[config.mk]
export PLATFORM = sky130hd
export DESIGN_NAME = snn_bram_mailbox
export DESIGN_NICKNAME = d
export VERILOG_FILES = /design/src/rtl/snn_mailbox_pkg.sv /design/src/rtl/snn_bram_mailbox.sv
export SDC_FILE = /design/constraint.sdc
export NUM_CORES = 1
export LEC_CHECK = 0
export ABC_AREA = 1
export BUFFER_PORTS_ARGS = -buffer_cell sky130_fd_sc_hd__buf_4
export CAP_MARGIN = 15
export CORE_AREA = 2 2 221 223
export CTS_CLUSTER_DIAMETER = 50
export CTS_CLUSTER_SIZE = 25
export DETAILED_ROUTE_END_ITERATION = 6
export DIE_AREA = 0 0 223 225
export GPL_TIMING_DRIVEN = 0
export SLEW_MARGIN = 20
export SYNTH_ARGS = -nofsm -noshare
export SYNTH_HDL_FRONTEND = slang
export SYNTH_SLANG_ARGS = --single-unit
[constraint.sdc]
create_clock -name clk -period 2.3 [get_ports clk]
set_input_delay 0.23 -clock clk [delete_from_list [all_inputs] [get_ports clk]]
set_output_delay 0.23 -clock clk [all_outputs]
set_load 0.01 [all_outputs]
[src/rtl/snn_mailbox_pkg.sv]
// Shared types and constants for the BRAM spike mailbox.
// State encoding, word map indices, control/status field positions.
package snn_mailbox_pkg;

    typedef enum logic [3:0] {
        S_IDLE,
        S_POLL_RD,
        S_POLL_CHK,
        S_LOAD_RD,
        S_LOAD_CAP,
        S_LOAD_HS,
        S_COLLECT,
        S_CLR_WR,
        S_STAT_WR
    } state_t;

    localparam int CTRL_W        = 0;
    localparam int STAT_W        = 1;
    localparam int IN_BASE_W     = 2;
    localparam int MAX_WORDS_DEF = 8;
    localparam int OUT_BASE_W    = IN_BASE_W + MAX_WORDS_DEF;

    localparam int GO_BIT    = 0;
    localparam int N_IN_LSB  = 8;
    localparam int N_OUT_LSB = 16;

    localparam int DONE_BIT  = 0;
    localparam int ERR_BIT   = 1;
    localparam int WORDS_LSB = 8;
    localparam int STEP_LSB  = 16;

    function automatic logic [31:0] word_addr(input logic [31:0] idx);
        return idx << 4;
    endfunction

endpackage

[src/rtl/snn_bram_mailbox.sv]
// BRAM port-B mailbox: polls W0 doorbell, streams input spike words to the
// network, writes returned spike words back, posts W1 status, clears W0.go.
// Ports: clk/reset, BRAM port B (bram_*), in_* stream out, out_* stream in, busy.
module snn_bram_mailbox
    import snn_mailbox_pkg::*;
#(
    parameter int BRAM_ADDR_WIDTH = 32,
    parameter int BRAM_DATA_WIDTH = 128,
    parameter int BYTES_PER_WIDTH = 16,
    parameter int MAX_WORDS       = 8,
    parameter int POLL_INTERVAL   = 16
) (
    input  logic                       clk,
    input  logic                       reset,
    output logic                       bram_clk,
    output logic [BRAM_ADDR_WIDTH-1:0] bram_addr,
    output logic [BRAM_DATA_WIDTH-1:0] bram_din,
    input  logic [BRAM_DATA_WIDTH-1:0] bram_dout,
    output logic                       bram_en,
    output logic                       bram_rst,
    output logic [BYTES_PER_WIDTH-1:0] bram_we,
    output logic [BRAM_DATA_WIDTH-1:0] in_data,
    output logic                       in_valid,
    output logic                       in_last,
    input  logic                       in_ready,
    input  logic [BRAM_DATA_WIDTH-1:0] out_data,
    input  logic                       out_valid,
    input  logic                       out_last,
    output logic                       out_ready,
    output logic                       busy
);

    localparam int OUT_W = IN_BASE_W + MAX_WORDS;

    state_t                     state;
    logic [15:0]                timer;
    logic [15:0]                step_cnt;
    logic [7:0]                 n_in, n_out, k, j, words_out;
    logic                       err;
    logic                       en_r;
    logic [BYTES_PER_WIDTH-1:0] we_r;
    logic [BRAM_ADDR_WIDTH-1:0] addr_r;
    logic [BRAM_DATA_WIDTH-1:0] din_r;

    logic       coll_wr;
    logic       go_f, cnt_ok;
    logic [7:0] nin_f, nout_f;
    logic [31:0] stat_w;

    assign nin_f  = bram_dout[N_IN_LSB +: 8];
    assign nout_f = bram_dout[N_OUT_LSB +: 8];
    assign go_f   = bram_dout[GO_BIT];
    assign cnt_ok = (nin_f != 8'd0) && (nin_f <= 8'(MAX_WORDS)) &&
                    (nout_f != 8'd0) && (nout_f <= 8'(MAX_WORDS));
    assign stat_w = {step_cnt + 16'd1, words_out, 6'b0, err, 1'b1};

    // Output beats are written straight through in the accepting cycle.
    assign coll_wr   = (state == S_COLLECT) && out_valid && out_ready;
    assign bram_clk  = clk;
    assign bram_rst  = ~reset;
    assign bram_en   = en_r | coll_wr;
    assign bram_we   = coll_wr ? '1 : we_r;
    assign bram_din  = coll_wr ? out_data : din_r;
    assign bram_addr = coll_wr ? BRAM_ADDR_WIDTH'(word_addr(32'(OUT_W) + 32'(j)))
                               : addr_r;

    always_ff @(posedge clk or negedge reset) begin
        if (!reset) begin
            state     <= S_IDLE;
            timer     <= '0;
            step_cnt  <= '0;
            n_in      <= '0;
            n_out     <= '0;
            k         <= '0;
            j         <= '0;
            words_out <= '0;
            err       <= 1'b0;
            en_r      <= 1'b0;
            we_r      <= '0;
            addr_r    <= '0;
            din_r     <= '0;
            in_data   <= '0;
            in_valid  <= 1'b0;
            in_last   <= 1'b0;
            out_ready <= 1'b0;
            busy      <= 1'b0;
        end else begin
            en_r <= 1'b0;
            we_r <= '0;
            unique case (state)
                S_IDLE: begin
                    if (timer == 16'(POLL_INTERVAL - 1)) begin
                        timer  <= '0;
                        state  <= S_POLL_RD;
                        busy   <= 1'b1;
                        en_r   <= 1'b1;
                        addr_r <= BRAM_ADDR_WIDTH'(word_addr(32'(CTRL_W)));
                    end else begin
                        timer <= timer + 16'd1;
                    end
                end
                S_POLL_RD: state <= S_POLL_CHK;
                S_POLL_CHK: begin
                    if (!go_f) begin
                        state <= S_IDLE;
                        busy  <= 1'b0;
                    end else if (cnt_ok) begin
                        n_in   <= nin_f;
                        n_out  <= nout_f;
                        k      <= '0;
                        j      <= '0;
                        err    <= 1'b0;
                        state  <= S_LOAD_RD;
                        en_r   <= 1'b1;
                        addr_r <= BRAM_ADDR_WIDTH'(word_addr(32'(IN_BASE_W)));
                    end else begin
                        err       <= 1'b1;
                        words_out <= '0;
                        state     <= S_CLR_WR;
                        en_r      <= 1'b1;
                        we_r      <= BYTES_PER_WIDTH'(1);
                        addr_r    <= BRAM_ADDR_WIDTH'(word_addr(32'(CTRL_W)));
                        din_r     <= '0;
                    end
                end
                S_LOAD_RD: state <= S_LOAD_CAP;
                S_LOAD_CAP: begin
                    in_data  <= bram_dout;
                    in_valid <= 1'b1;
                    in_last  <= (k == n_in - 8'd1);
                    state    <= S_LOAD_HS;
                end
                S_LOAD_HS: begin
                    if (in_ready) begin
                        in_valid <= 1'b0;
                        in_last  <= 1'b0;
                        k        <= k + 8'd1;
                        if (k + 8'd1 == n_in) begin
                            state     <= S_COLLECT;
                            out_ready <= 1'b1;
                        end else begin
                            state  <= S_LOAD_RD;
                            en_r   <= 1'b1;
                            addr_r <= BRAM_ADDR_WIDTH'(
                                word_addr(32'(IN_BASE_W) + 32'(k) + 32'd1));
                        end
                    end
                end
                S_COLLECT: begin
                    if (coll_wr) begin
                        j <= j + 8'd1;
                        if (out_last || (j + 8'd1 == n_out)) begin
                            words_out <= j + 8'd1;
                            out_ready <= 1'b0;
                            state     <= S_CLR_WR;
                            en_r      <= 1'b1;
                            we_r      <= BYTES_PER_WIDTH'(1);
                            addr_r    <= BRAM_ADDR_WIDTH'(word_addr(32'(CTRL_W)));
                            din_r     <= '0;
                        end
                    end
                end
                S_CLR_WR: begin
                    state    <= S_STAT_WR;
                    step_cnt <= step_cnt + 16'd1;
                    en_r     <= 1'b1;
                    we_r     <= BYTES_PER_WIDTH'(16'h000F);
                    addr_r   <= BRAM_ADDR_WIDTH'(word_addr(32'(STAT_W)));
                    din_r    <= BRAM_DATA_WIDTH'(stat_w);
                end
                S_STAT_WR: begin
                    state <= S_IDLE;
                    busy  <= 1'b0;
                    timer <= '0;
                end
                default: state <= S_IDLE;
            endcase
        end
    end

endmodule

# Word level (Yosys, flattened, before mapping)

Cells that the tools add are included.

Flip-flop bits (word level): 386
Memory bits (read-only): 0
Latch bits: 0
Memories: 0
Input bits: 261
RAM bits: 0

Mux-type cells: 61
Multipliers: 0
Eq/ne operators: 22
Order comparisons: 2
Bitwise operators: 2
Reductions and logical operators: 28
Divide/modulo/power cells: 0
Add/subtract/negate cells: 8
Shift operators: 0

Operator list:

| operator                                                                | count |
|---|---|
| 128-bit 2-to-1 mux                                                      | 5 |
| 128-bit case mux with 3 select lines                                    | 1 |
| 32-bit 2-to-1 mux                                                       | 7 |
| 32-bit case mux with 5 select lines                                     | 1 |
| 8-bit 2-to-1 mux                                                        | 8 |
| 8-bit case mux with 2 select lines                                      | 3 |
| 16-bit by 1-bit adder with 16-bit output (second input constant)        | 2 |
| 16-bit 2-to-1 mux                                                       | 2 |
| 16-bit case mux with 2 select lines                                     | 1 |
| 4-bit case mux with 8 select lines                                      | 1 |
| 8-bit equality test                                                     | 3 |
| 1-bit 2-to-1 mux                                                        | 18 |
| 2-bit != test (second input constant)                                   | 9 |
| 8-bit by 1-bit adder with 8-bit output (second input constant)          | 2 |
| 16-bit by 4-bit equality test with 1-bit output (second input constant) | 1 |
| 4-bit by 3-bit equality test with 1-bit output (second input constant)  | 4 |
| 8-bit by 4-bit <= comparator with 1-bit output (second input constant)  | 2 |
| 4-bit 2-to-1 mux                                                        | 4 |
| 8-bit nonzero test                                                      | 2 |
| 5-bit AND reduction                                                     | 3 |
| 4-bit case mux with 3 select lines                                      | 1 |
| 4-bit AND reduction                                                     | 3 |
| 9-bit by 1-bit adder with 10-bit output (second input constant)         | 1 |
| 2-bit nonzero test                                                      | 5 |
| other kinds (22)                                                        | 34 |

# Logic depth before layout (Yosys ltp)

Depth in word-level cells: 7
Depth in mapped cells: 16
Gate-level depth less buffers: 15

==> results by group <==
Run status
  • Run status: finished with violations
  • Failing checks: negative hold slack, negative setup slack

Place
  • Pre-CTS setup slack: -574.7 ps
  • Gpl congestion: 0.9337
  • Port Buffer Count: approximately 550
  • DP HPWL: 37.62 mm

Floorplanning
  • Die Ht: about 230 um
  • Die width: between 200 and 250 um
  • Num ports: between 500 and 600
  • Core ar.: between 40000 and 50000 um^2
  • Cell Rows: 80
  • Full die area: between 50000 and 60000 um^2
  • Initial Utilization: 0.2652

Routing
  • Routed vias: about 14000
  • DRT antenna net count: 0
  • Mean number of vias per cell: 4.437
  • DR iter-0 viols: roughly 790
  • Drt pass-1 iters: 5
  • Wire length per cell: roughly 17 um
  • Remaining DRCs: 0
  • Post-Route WL: approximately 53 mm

STA
  • Final Max Slew Viols: 0
  • RSZ-0062 raised after global routing: true
  • Max Clock Freq: 389.4 MHz
  • Worst hold slack: -231.9 ps
  • Finish-stage setup viols: approximately 150
  • Total negative slack: -29010 ps
  • Hold Fails Final Rpt: 90
  • Worst slew margin: 0.5953
  • Final min period: roughly 2600 ps
  • Worst Slack Setup Final: -268.3 ps
  • Slew @ Worst Pin: roughly 610 ps
  • Worst Skew: approximately 17 ps
  • Final Cycle Share: 1.117

Synthesis
  • Syn Area/Cell: 7.276 um^2
  • Cell variety after synth: 44
  • Seq/Total Area, Yosys: 0.4902
  • Most used DFF post-synth: dfrtp_1
  • Synth Instances: approximately 1700
  • Yosys warnings: 0
  • Post-synthesis cell area: 12610 um^2
  • Asr flop ratio synth: 1.000
  • Synthesized flop and latch total: approximately 250
  • Post-synth EDFFs: 0

Worst setup path
  • Max stage delay on crit path: roughly 420 ps
  • Worst path arrival time: 2340 ps
  • WS Path Type: reg -> out
  • Reg2reg start: state[3]$_DFFE_PN0P_
  • Worst-path cell chain: nor2_4 -> inv_4 -> nor2_8 -> nand3_4 -> buf_12 -> clkbuf_16 -> clkbuf_16 -> nor2_4 -> buf_6
  • Worst path top cell family by delay: buffers and inverters
  • WP buf/inv: 5
  • Slowest CP cell: dfrtp_2
  • Slack of the worst reg-to-reg path: around 100 ps
  • CP required: 2070 ps
  • RR Endpoint: din_r[22]$_DFFE_PN0P_
  • Worst Setup End Kind: primary output
  • CP Max Fanout: 5
  • Worst Reg2Reg Path Length in Cells: 13
  • Crit start category: flop

Final layout
  • P&R area growth vs syn: 78.27%
  • Fraction of layout cells with a size suffix above 1: 0.3663
  • Commonest non-fill, non-tap cell in the layout: nand2_1
  • Util after Layout: 0.4728
  • Most frequent cells in the layout: nand2_1, buf_4, dfrtp_1, inv_1, dlygate4sd3_1
  • Final nets: 2800

Global route
  • First-pass GRT wire length: approximately 78 mm
  • Total grt overflow: 0
  • All-Layer GR Usage: 0.1991
  • Initial antenna violation count: 1
  • Vias in the first global route: between 10000 and 15000
  • Largest net degree at the start of global routing: between 90 and 100

Min path
  • Hold Crit Class: in -> async

Clock tree
  • Clock latency on the worst-skew pair: slightly below 700 ps
  • Hold Buf Count CTS: 135
  • Clock tree from TritonCTS: built
  • Clock slew at reported path FFs: about 60 ps

Flow run
  • Max_cap viols: 0

Power
  • Pwr dens: ~920 nW/um^2
  • Leak pwr: between 10 and 15 nW
  • Pwr Total: 20.69 mW
  • Worst VDD drop: around 0.8 mV
-- timing repair --
item,4_1_cts,5_1_grt
resized for setup,313,185
setup buffers,25,21
endpoints found under the setup margin,311,310
gates cloned,14,2
pin swaps,11,14
hold endpoints to repair,291,90
-- through the flow --
step	area, um^2	std cells
floorplan	12690	1755
global route	22480	3170
CTS	21810	3152
detailed placement	17640	2920
global placement	17580	2918
finish	22480	3171
-- layout make-up --
type / count / area, um^2
Multi-Input combinational cell: 1181 / 6031
Fill cell: 4490 / 25070
Timing Repair inverter: 1 / 7.507
Tap cell: 615 / 769.5
Clock inverter: 22 / 287.8
Buffer: 97 / 895.9
Antenna cell: 1 / 2.502
Sequential cell: 247 / 6191
Clock buffer: 38 / 879.6
Timing Repair Buffer: 738 / 6535
Inverter: 231 / 879.6
-- Yosys cell counts, drive strengths merged, types with 3 or more instances --
| cell type | count | area [um^2] |
|---|---|---|
| o21ai | 93 | 465.4 |
| xor2 | 17 | 148.9 |
| nor3 | 13 | 81.33 |
| ha | 7 | 87.58 |
| clkbuf | 48 | 180.2 |
| inv | 229 | 859.6 |
| dfrtp | 247 | 6181 |
| nand3 | 75 | 397.9 |
| o21a | 3 | 22.52 |
| buf | 50 | 344.1 |
| a21oi | 20 | 100.1 |
| or2 | 6 | 37.54 |
| nand4 | 25 | 156.4 |
| nand2 | 700 | 2643 |
| xnor2 | 7 | 61.31 |
| o22ai | 5 | 31.28 |
| nor2 | 169 | 675.6 |
-- worst reg2reg max path, stage by stage (launching register included) --
cell      delay [ps]
dfrtp_2          420
nor2_4           140
inv_4             60
nor2_8           150
buf_4            150
nand3_4          120
buf_4            180
nand2_1          110
nand2_2          140
nor3_4           180
nand2_4          130
clkbuf_4         210
nand2_1           70
nand2_1           50
-- layer usage --
metal  GRT usage  vias to the layer above  routed length [um]
met5           0                        -                   0
met4      0.1089                        0                2874
met3     0.04511                      103                3589
met2      0.3519                      546               26290
met1      0.2226                     6579               19900
li1            -                     6843                   -
-- registers in the layout, indices dropped and copies added, names as in the netlist --
name and count:
err 1, busy 1, out_ready 1, n_out 8, step_cnt 16, in_valid 1
k 8, n_in 8, j 8, en_r 1, state 4, in_last 1
addr_r 9, din_r 26, in_data 128, words_out 8, timer 16, we_r 2
-- logic make-up (layout without fill, tap and decap cells) --
| logic type | count (synthesis) | after routing | synth area share |
|---|---|---|---|
| AND/OR/NAND/NOR | 992 | 994 | 0.3187 |
| buffers and inverters | 329 | 1127 | 0.1103 |
| XOR/XNOR | 24 | 24 | 0.01667 |
| flip-flops | 247 | 247 | 0.4902 |
| adder cells (fa/ha/maj) | 7 | 7 | 0.006946 |
| AO/OA/AOI/OAI | 133 | 133 | 0.05686 |
| other | 1 | 24 | 0.0002974 |
-- how the worst max path moves through the flow --
stage,from,endpoint,slack [ps],cells after the start
after global placement,reset,in_data[122]$_DFFE_PN0P_,-1130,1
after floorplan,state[3]$_DFFE_PN0P_,bram_we[10],320,7
after global routing,state[3]$_DFFE_PN0P_,bram_din[91],-340,9
after CTS,state[2]$_DFFE_PN0P_,bram_din[43],-250,10
final,state[3]$_DFFE_PN0P_,bram_din[40],-270,9
after detailed placement,state[3]$_DFFE_PN0P_,in_data[67]$_DFFE_PN0P_,-570,7
-- where the power goes --
group          total (mW)  switching [mW]  leakage, nW  internal, mW
clock network        5.46            2.10        0.556          3.36
registers            6.80            1.01         3.17          5.79
logic                8.44            4.75         8.14          3.69
No activity file was read; power rests on OpenSTA's default activity.
